--- config.mk ---
export PLATFORM = sky130hd
export DESIGN_NAME = noc_port_allocator
export DESIGN_NICKNAME = d
export VERILOG_FILES = /design/src/rtl/noc_port_allocator.sv
export SDC_FILE = /design/constraint.sdc
export NUM_CORES = 1
export LEC_CHECK = 0
export ABC_AREA = 1
export ABC_CLOCK_PERIOD_IN_PS = 3850
export CAP_MARGIN = 20
export CORE_UTILIZATION = 30
export CTS_CLUSTER_DIAMETER = 30
export DETAILED_ROUTE_END_ITERATION = 8
export PLACE_DENSITY_LB_ADDON = 0.12
export SLEW_MARGIN = 20
export SYNTH_ARGS = -nofsm -noshare
export SYNTH_HDL_FRONTEND = slang
export SYNTH_SLANG_ARGS = --single-unit
--- constraint.sdc ---
create_clock -name noc_clk -period 3.85 [get_ports noc_clk]
set_input_delay 0.77 -clock noc_clk [delete_from_list [all_inputs] [get_ports noc_clk]]
set_output_delay 0.77 -clock noc_clk [all_outputs]
set_load 0.1 [all_outputs]
--- src/rtl/noc_port_allocator.sv ---
// Wormhole output-port allocator: round-robin head-flit arbitration with the lock held until the tail flit.
// Define NOC_ALLOC_TIMEOUT_EN to add a watchdog that force-releases a lock stalled for TIMEOUT_CYCLES.
module noc_port_allocator #(
  parameter int NUM_PORTS      = 5,
  parameter int TIMEOUT_CYCLES = 255
) (
  input  logic                         noc_clk,
  input  logic                         noc_rst_n,
  input  logic [NUM_PORTS-1:0]         request,
  input  logic [NUM_PORTS-1:0]         start_of_packet,
  input  logic [NUM_PORTS-1:0]         end_of_packet,
  input  logic                         downstream_free,
  input  logic                         flit_fire,
  output logic [NUM_PORTS-1:0]         grant,
  output logic [$clog2(NUM_PORTS)-1:0] grant_idx,
  output logic                         busy,
  output logic                         timeout_err,
  output logic                         state_dbg
);
  localparam int IDX_W = $clog2(NUM_PORTS);

  typedef enum logic {IDLE = 1'b0, LOCKED = 1'b1} state_t;

  state_t               state_q, state_d;
  logic [NUM_PORTS-1:0] grant_q, grant_d;
  logic [IDX_W-1:0]     grant_idx_q, grant_idx_d;
  logic [IDX_W-1:0]     rr_ptr_q, rr_ptr_d;
  logic                 busy_q, busy_d;
  logic [IDX_W-1:0]     next_ptr;
  logic [NUM_PORTS-1:0] eligible;
  logic                 tail_fire;
  logic                 wd_expire;
  logic                 found;
  logic [IDX_W-1:0]     sel_idx;
  int                   scan_p;

  // flit_fire means one flit of the granted port moved this cycle; the allocator
  // never back-pressures it, it only watches for the tail to drop the lock.
  assign eligible  = request & start_of_packet & {NUM_PORTS{downstream_free}};
  assign tail_fire = flit_fire & (|(end_of_packet & grant_q));
  assign next_ptr  = (grant_idx_q == IDX_W'(NUM_PORTS - 1)) ? '0 : grant_idx_q + IDX_W'(1);

  always_comb begin
    found   = 1'b0;
    sel_idx = '0;
    scan_p  = 0;
    for (int k = 0; k < NUM_PORTS; k++) begin
      scan_p = int'(rr_ptr_q) + k;
      if (scan_p >= NUM_PORTS) scan_p = scan_p - NUM_PORTS;
      if (!found && eligible[scan_p]) begin
        found   = 1'b1;
        sel_idx = IDX_W'(scan_p);
      end
    end
  end

`ifdef NOC_ALLOC_TIMEOUT_EN
  localparam int WD_W = $clog2(TIMEOUT_CYCLES + 1);

  logic [WD_W-1:0] wd_cnt_q, wd_cnt_d;
  logic            timeout_err_q;

  // Counter sits at zero outside LOCKED, so every lock starts from a clean count.
  always_comb begin
    wd_cnt_d  = '0;
    wd_expire = 1'b0;
    if (state_q == LOCKED && !flit_fire) begin
      if (wd_cnt_q == WD_W'(TIMEOUT_CYCLES - 1)) wd_expire = 1'b1;
      else                                       wd_cnt_d  = wd_cnt_q + WD_W'(1);
    end
  end

  always_ff @(posedge noc_clk or negedge noc_rst_n) begin
    if (!noc_rst_n) begin
      wd_cnt_q      <= '0;
      timeout_err_q <= 1'b0;
    end else begin
      wd_cnt_q      <= wd_cnt_d;
      timeout_err_q <= wd_expire;
    end
  end

  assign timeout_err = timeout_err_q;
`else
  assign wd_expire   = 1'b0;
  assign timeout_err = 1'b0;
`endif

  if (NUM_PORTS < 2 || TIMEOUT_CYCLES < 1) begin : g_bad_cfg
    $error("noc_port_allocator: NUM_PORTS must be >= 2 and TIMEOUT_CYCLES >= 1");
  end

  always_comb begin
    state_d     = state_q;
    grant_d     = grant_q;
    grant_idx_d = grant_idx_q;
    rr_ptr_d    = rr_ptr_q;
    busy_d      = busy_q;
    case (state_q)
      IDLE: begin
        if (found) begin
          state_d          = LOCKED;
          grant_d          = '0;
          grant_d[sel_idx] = 1'b1;
          grant_idx_d      = sel_idx;
          busy_d           = 1'b1;
        end
      end
      LOCKED: begin
        if (tail_fire || wd_expire) begin
          state_d  = IDLE;
          grant_d  = '0;
          busy_d   = 1'b0;
          rr_ptr_d = next_ptr;
        end
      end
      default: state_d = IDLE;
    endcase
  end

  always_ff @(posedge noc_clk or negedge noc_rst_n) begin
    if (!noc_rst_n) begin
      state_q     <= IDLE;
      grant_q     <= '0;
      grant_idx_q <= '0;
      rr_ptr_q    <= '0;
      busy_q      <= 1'b0;
    end else begin
      state_q     <= state_d;
      grant_q     <= grant_d;
      grant_idx_q <= grant_idx_d;
      rr_ptr_q    <= rr_ptr_d;
      busy_q      <= busy_d;
    end
  end

  assign grant     = grant_q;
  assign grant_idx = grant_idx_q;
  assign busy      = busy_q;
  assign state_dbg = (state_q == LOCKED);

endmodule
# == Yosys cells after proc, flatten, opt, wreduce, memory -nomap -nowiden ==
# Cells that the tools add are included.
# classes
addsub,10
mul,0
n_div,0
order_cmp,12
n_eq_ne,3
shift,0
n_mux,42
n_bitwise,5
reduce_logical,13
# op_table
operator,n
"32-bit by 5-bit < comparator with 1-bit output, second input constant",5
32-bit 2-to-1 mux,5
1-bit 2-to-1 mux,20
"4-bit by 3-bit subtractor with 5-bit output, second input constant",4
3-bit 2-to-1 mux,6
"4-bit by 3-bit greater-or-equal comparator with 1-bit output, second input constant",4
5-bit bitwise AND,3
1-bit binary-select mux with 3-bit select,5
5-bit 2-to-1 mux,2
5-bit case mux with 2 select lines,1
"3-bit by 2-bit adder with 4-bit output, second input constant",2
2-bit AND reduction,3
1-bit logical AND,5
5-bit OR reduction,1
"3-bit by 1-bit adder with 4-bit output, second input constant",1
"3-bit by 3-bit adder with 4-bit output, second input constant",1
1-bit zero test,4
"3-bit by 4-bit < comparator with 1-bit output, second input constant",1
1-bit case mux with 2 select lines,2
"3-bit by 3-bit subtractor with 4-bit output, second input constant",1
"3-bit by 1-bit adder with 3-bit output, second input constant",1
1-bit demux with 3-bit select,1
"3-bit == test, second input constant",1
"3-bit by 1-bit greater-or-equal comparator with 1-bit output, second input constant",1
5 further kinds,5
# totals
ff_bits,13
latchBits,0
ram_bits,0
romBits,0
input_bits,19
out_inout_bits,11
word_cells,90
n_memories,0

# == Logic depth before layout (Yosys ltp) ==
# logic_depth
ltp_word,24
depth_mapped,22
mapped_depth_nobuf,22

# == Least setup slack after synthesis ==
# Ideal clock, no wire load.
# synth_timing
kind,reg-to-reg
start,register rr_ptr_q[1]
end,"register grant_q[3], in the netlist grant[3]"
setup_ps,120
arrival_time_ps,2495
t_required_ps,3730
setup_slack_ps,1235
stages_incl_launch_ff,23
n_path_buf,0
synth_period_minus_slack_ps,2615
cell_sequence,dfrtp_1 -> inv_1 -> ha_1 -> inv_1 -> ha_1 -> inv_1 -> nand2_2 -> inv_2 -> nand2_1 -> nand2_1 -> nand2_1 -> nand3_1 -> nand3_1 -> nand2_2 -> nand3_2 -> nor2_4 -> nand2_4 -> nor2_4 -> nor2_4 -> inv_4 -> nor2_1 -> nand2_1 -> nand2_1
# synth_between
elab_chain_len,24
elab_cells_between_ends,61
classes_between,add/sub (9); order compare (7); eq/ne (1); mux (34); reduce/logical (10)
# synth_rtl
element,line_no,rtl
from (decl),27,"logic [IDX_W-1:0] rr_ptr_q, rr_ptr_d;"
from (signal assigned),132,rr_ptr_q <= rr_ptr_d;
branches (longest 24 deep; another with 4-bit by 3-bit subtractor with 5-bit output),n/a,
to (signal assigned),130,grant_q <= grant_d;
to (decl),25,"logic [NUM_PORTS-1:0] grant_q, grant_d;"
# Parallel ways; which one is timed is not known. The select of a mux whose other input is x is not followed.
# A chain may end at the register's enable or synchronous reset.

# == Worst setup path in the final report ==
# layout_timing
start,register rr_ptr_q[1]
end,"register grant_q[2], in the netlist grant[2]"
# The elaborated chain is that of the path after synthesis.

==> summary.txt <==
Run status
  – Status: finished, final reports clean

Timing
  – Clk_skew: 0.00205 ns
  – Slew at the pin with the worst max-slew slack: 0.982 ns
  – RSZ-0062 raised after global routing: no
  – Fmax: 0.341 GHz
  – Final setup viols: 0
  – Fin crit period: 2.93 ns
  – Worst slew margin: 34.3%
  – Final slew viol count: 0
  – Final Cycle Share: 76.1%
  – Setup_tns: 0 ns
  – Final hold violations: 0

Clock tree
  – Postcts setup bufs: 0
  – TritonCTS Buffers: 3
  – Post-CTS sizing: 0
  – Max Buffers Root-to-Sink: 2
  – Root Buffer Master: clkbuf_8
  – Clock latency on the worst-skew pair: 0.24 ns
  – Clock transition at path regs: 0.06 ns
  – Post-CTS Hold Buffers: 0
  – # H-tree levels: 1
  – CTS tree: done
  – Clock sink total: 13

Worst setup path
  – Critical-path cell list: inv_1, ha_1, inv_2, nand4_1, nand2_1, o21ai_1, inv_1, nand4_1, nand3_2, nor2_4, nand2_4, nor2_4, nor2_4, inv_4, nor2_4, nand2_1, nand2_1
  – Slowest stage delay, CP: 0.48 ns
  – CP required: 3.98 ns
  – Worst setup SP type: register
  – CP arrival: 3.06 ns
  – Crit end category: register
  – Crit-path most repeated cell: nor2_4
  – Crit-path max FO: 9
  – Crit path kind: reg -> reg
  – Crit-path slowest cell: ha_1

Global route
  – Vias in the first global route: 1566
  – Global-route wire length before repair: 7460 um
  – Grt ovf: 0
  – Initial antenna violation count: 0
  – Pin count of the biggest net entering global routing: 16
  – GR Util All Layers: 15.7%

Die
  – Rows: 26
  – Die height: 76.3 um
  – Core Area: 5200 sq um
  – Initial core utilization: 31.8%
  – Io pins: 30
  – Die Wd: 76.3 um
  – Total Die Area: 5810 sq um

Placement
  – RePlAce Congestion: 0.800
  – Post-DP HPWL: 3450 um
  – IO Port Bufs: 28

Hold path
  – Worst min path class: reg -> reg

Synth
  – Mapped Cells: 258
  – Register area share after synthesis: 19.7%
  – Yosys cell types: 36
  – Syn. warnings: 0
  – Average cell area after synthesis: 6.41 sq um
  – Synth Register Bits: 13
  – Syn Nets: 290
  – Post-Syn Area: 1650 sq um

Routing
  – # DRC: 0
  – Drt pass-1 iters: 4
  – DR iter-0 viols: 67
  – Vias/cell: 4.69
  – DRT Wirelength: 4290 um
  – DRT antenna net count: 0
  – Vias: 1679
  – Wirelength per Cell: 12.0 um

Job
  – Maxcap violations: 0

Layout
  – Area delta synth->final: 24.1%
  – Layout cell share with drive strength beyond 1: 12.2%
  – Highest-count cells in the layout ignoring fill and taps: 91 x nand2_1, 30 x inv_1, 28 x clkdlybuf4s50_1
  – Most common cell after layout, fill and taps aside: nand2_1
  – Fin nets: 321
  – # diodes: 0
==> registers in the layout, summed over array words and instances (netlist names) <==
signal and count:
busy 1, grant 5, grant_idx 3, rr_ptr_q 3
state_dbg 1
==> layer usage <==
metal  wire (um)  global-route usage, %  up-vias  share of wire [%]
met4          43                   4.04        0                1.0
met3         189                   2.40        4                4.4
met2        1740                   23.9       37                 41
li1            -                      -      901                  -
met5           0                      0        -                  0
met1        2320                   23.0      737                 54
==> cell type report <==
type                    instances  area [sq um]
clock buffers                   4          45.0
well taps                      70          87.6
repair buffers                 29           288
multi-input cells             207          1170
flip-flops and latches         13           325
fillers                       551          3150
inverters                      35           135
==> cell families after synthesis <==
kind of cell               share of synthesized area (%)
and+or+nand+nor                                     47.8
buffers and inverters                               9.53
AOI/OAI and AO/OA                                   11.3
adders and majority gates                           9.83
DFF                                                 19.7
xor gates and xnor gates                            1.59
other                                              0.227
==> worst max-delay path, delay by kind of cell (launching register included) <==
| family | cells | cell delay [ns] |
|---|---|---|
| buffers and inverters | 4 | 0.51 |
| AND/OR/NAND/NOR | 11 | 1.12 |
| adder cells (fa/ha/maj) | 1 | 0.48 |
| AO/OA/AOI/OAI | 1 | 0.25 |
| flip-flops | 1 | 0.45 |
==> worst paths after layout <==
| check | startpoint | end | slack (ns) | depth (start not counted) |
|---|---|---|---|---|
| max | rr_ptr_q[1]$_DFFE_PN0P_ | grant[2]$_DFFE_PN0P_ | 0.92 | 17 |
| min | busy$_DFFE_PN0P_ | busy$_DFFE_PN0P_ | 0.49 | 2 |
| max reg2reg | rr_ptr_q[1]$_DFFE_PN0P_ | grant[2]$_DFFE_PN0P_ | 0.92 | 17 |
| min reg2reg | busy$_DFFE_PN0P_ | busy$_DFFE_PN0P_ | 0.49 | 2 |
| max in group asynchronous | noc_rst_n | grant_idx[1]$_DFFE_PN0P_ | 2.58 | 1 |
| min in group asynchronous | noc_rst_n | grant[4]$_DFFE_PN0P_ | 0.89 | 1 |
==> through the flow <==
step	setup WS (ns)	area [sq um]	utilization (%)	instances	hold WS, ns
final	0.920	2050	39.4	358	0.494
after global routing	0.614	2050	39.4	358	0.545
after CTS	0.908	2050	39.4	358	0.497
after detailed placement	0.887	2010	38.6	354	0.474
after global placement	0.881	2010	38.6	354	0.496
after floorplan	1.24	1650	-	258	0.474
==> cell usage after synthesis, drive strengths merged <==
master	number	area share [%]
nand3	32	11
xor2	2	1.1
o211ai	4	1.8
clkbuf	1	0.23
or2	2	0.76
nand2	100	25
xnor2	1	0.53
o22ai	1	0.38
inv	34	7.9
a31oi	2	1.7
a221oi	1	0.53
and2	1	0.53
nor2	12	5.0
clkinv	1	0.30
nor3	2	0.61
buf	2	1.1
o21ai	16	5.5
nand3b	2	0.91
and3	1	0.38
a21oi	4	1.4
ha	13	9.8
dfrtp	13	20
nand4	10	3.8
conb	1	0.23
Power is left out: the tool's default activity adds up to more than one toggle a clock period on the data nets, which glitch-free logic cannot reach.
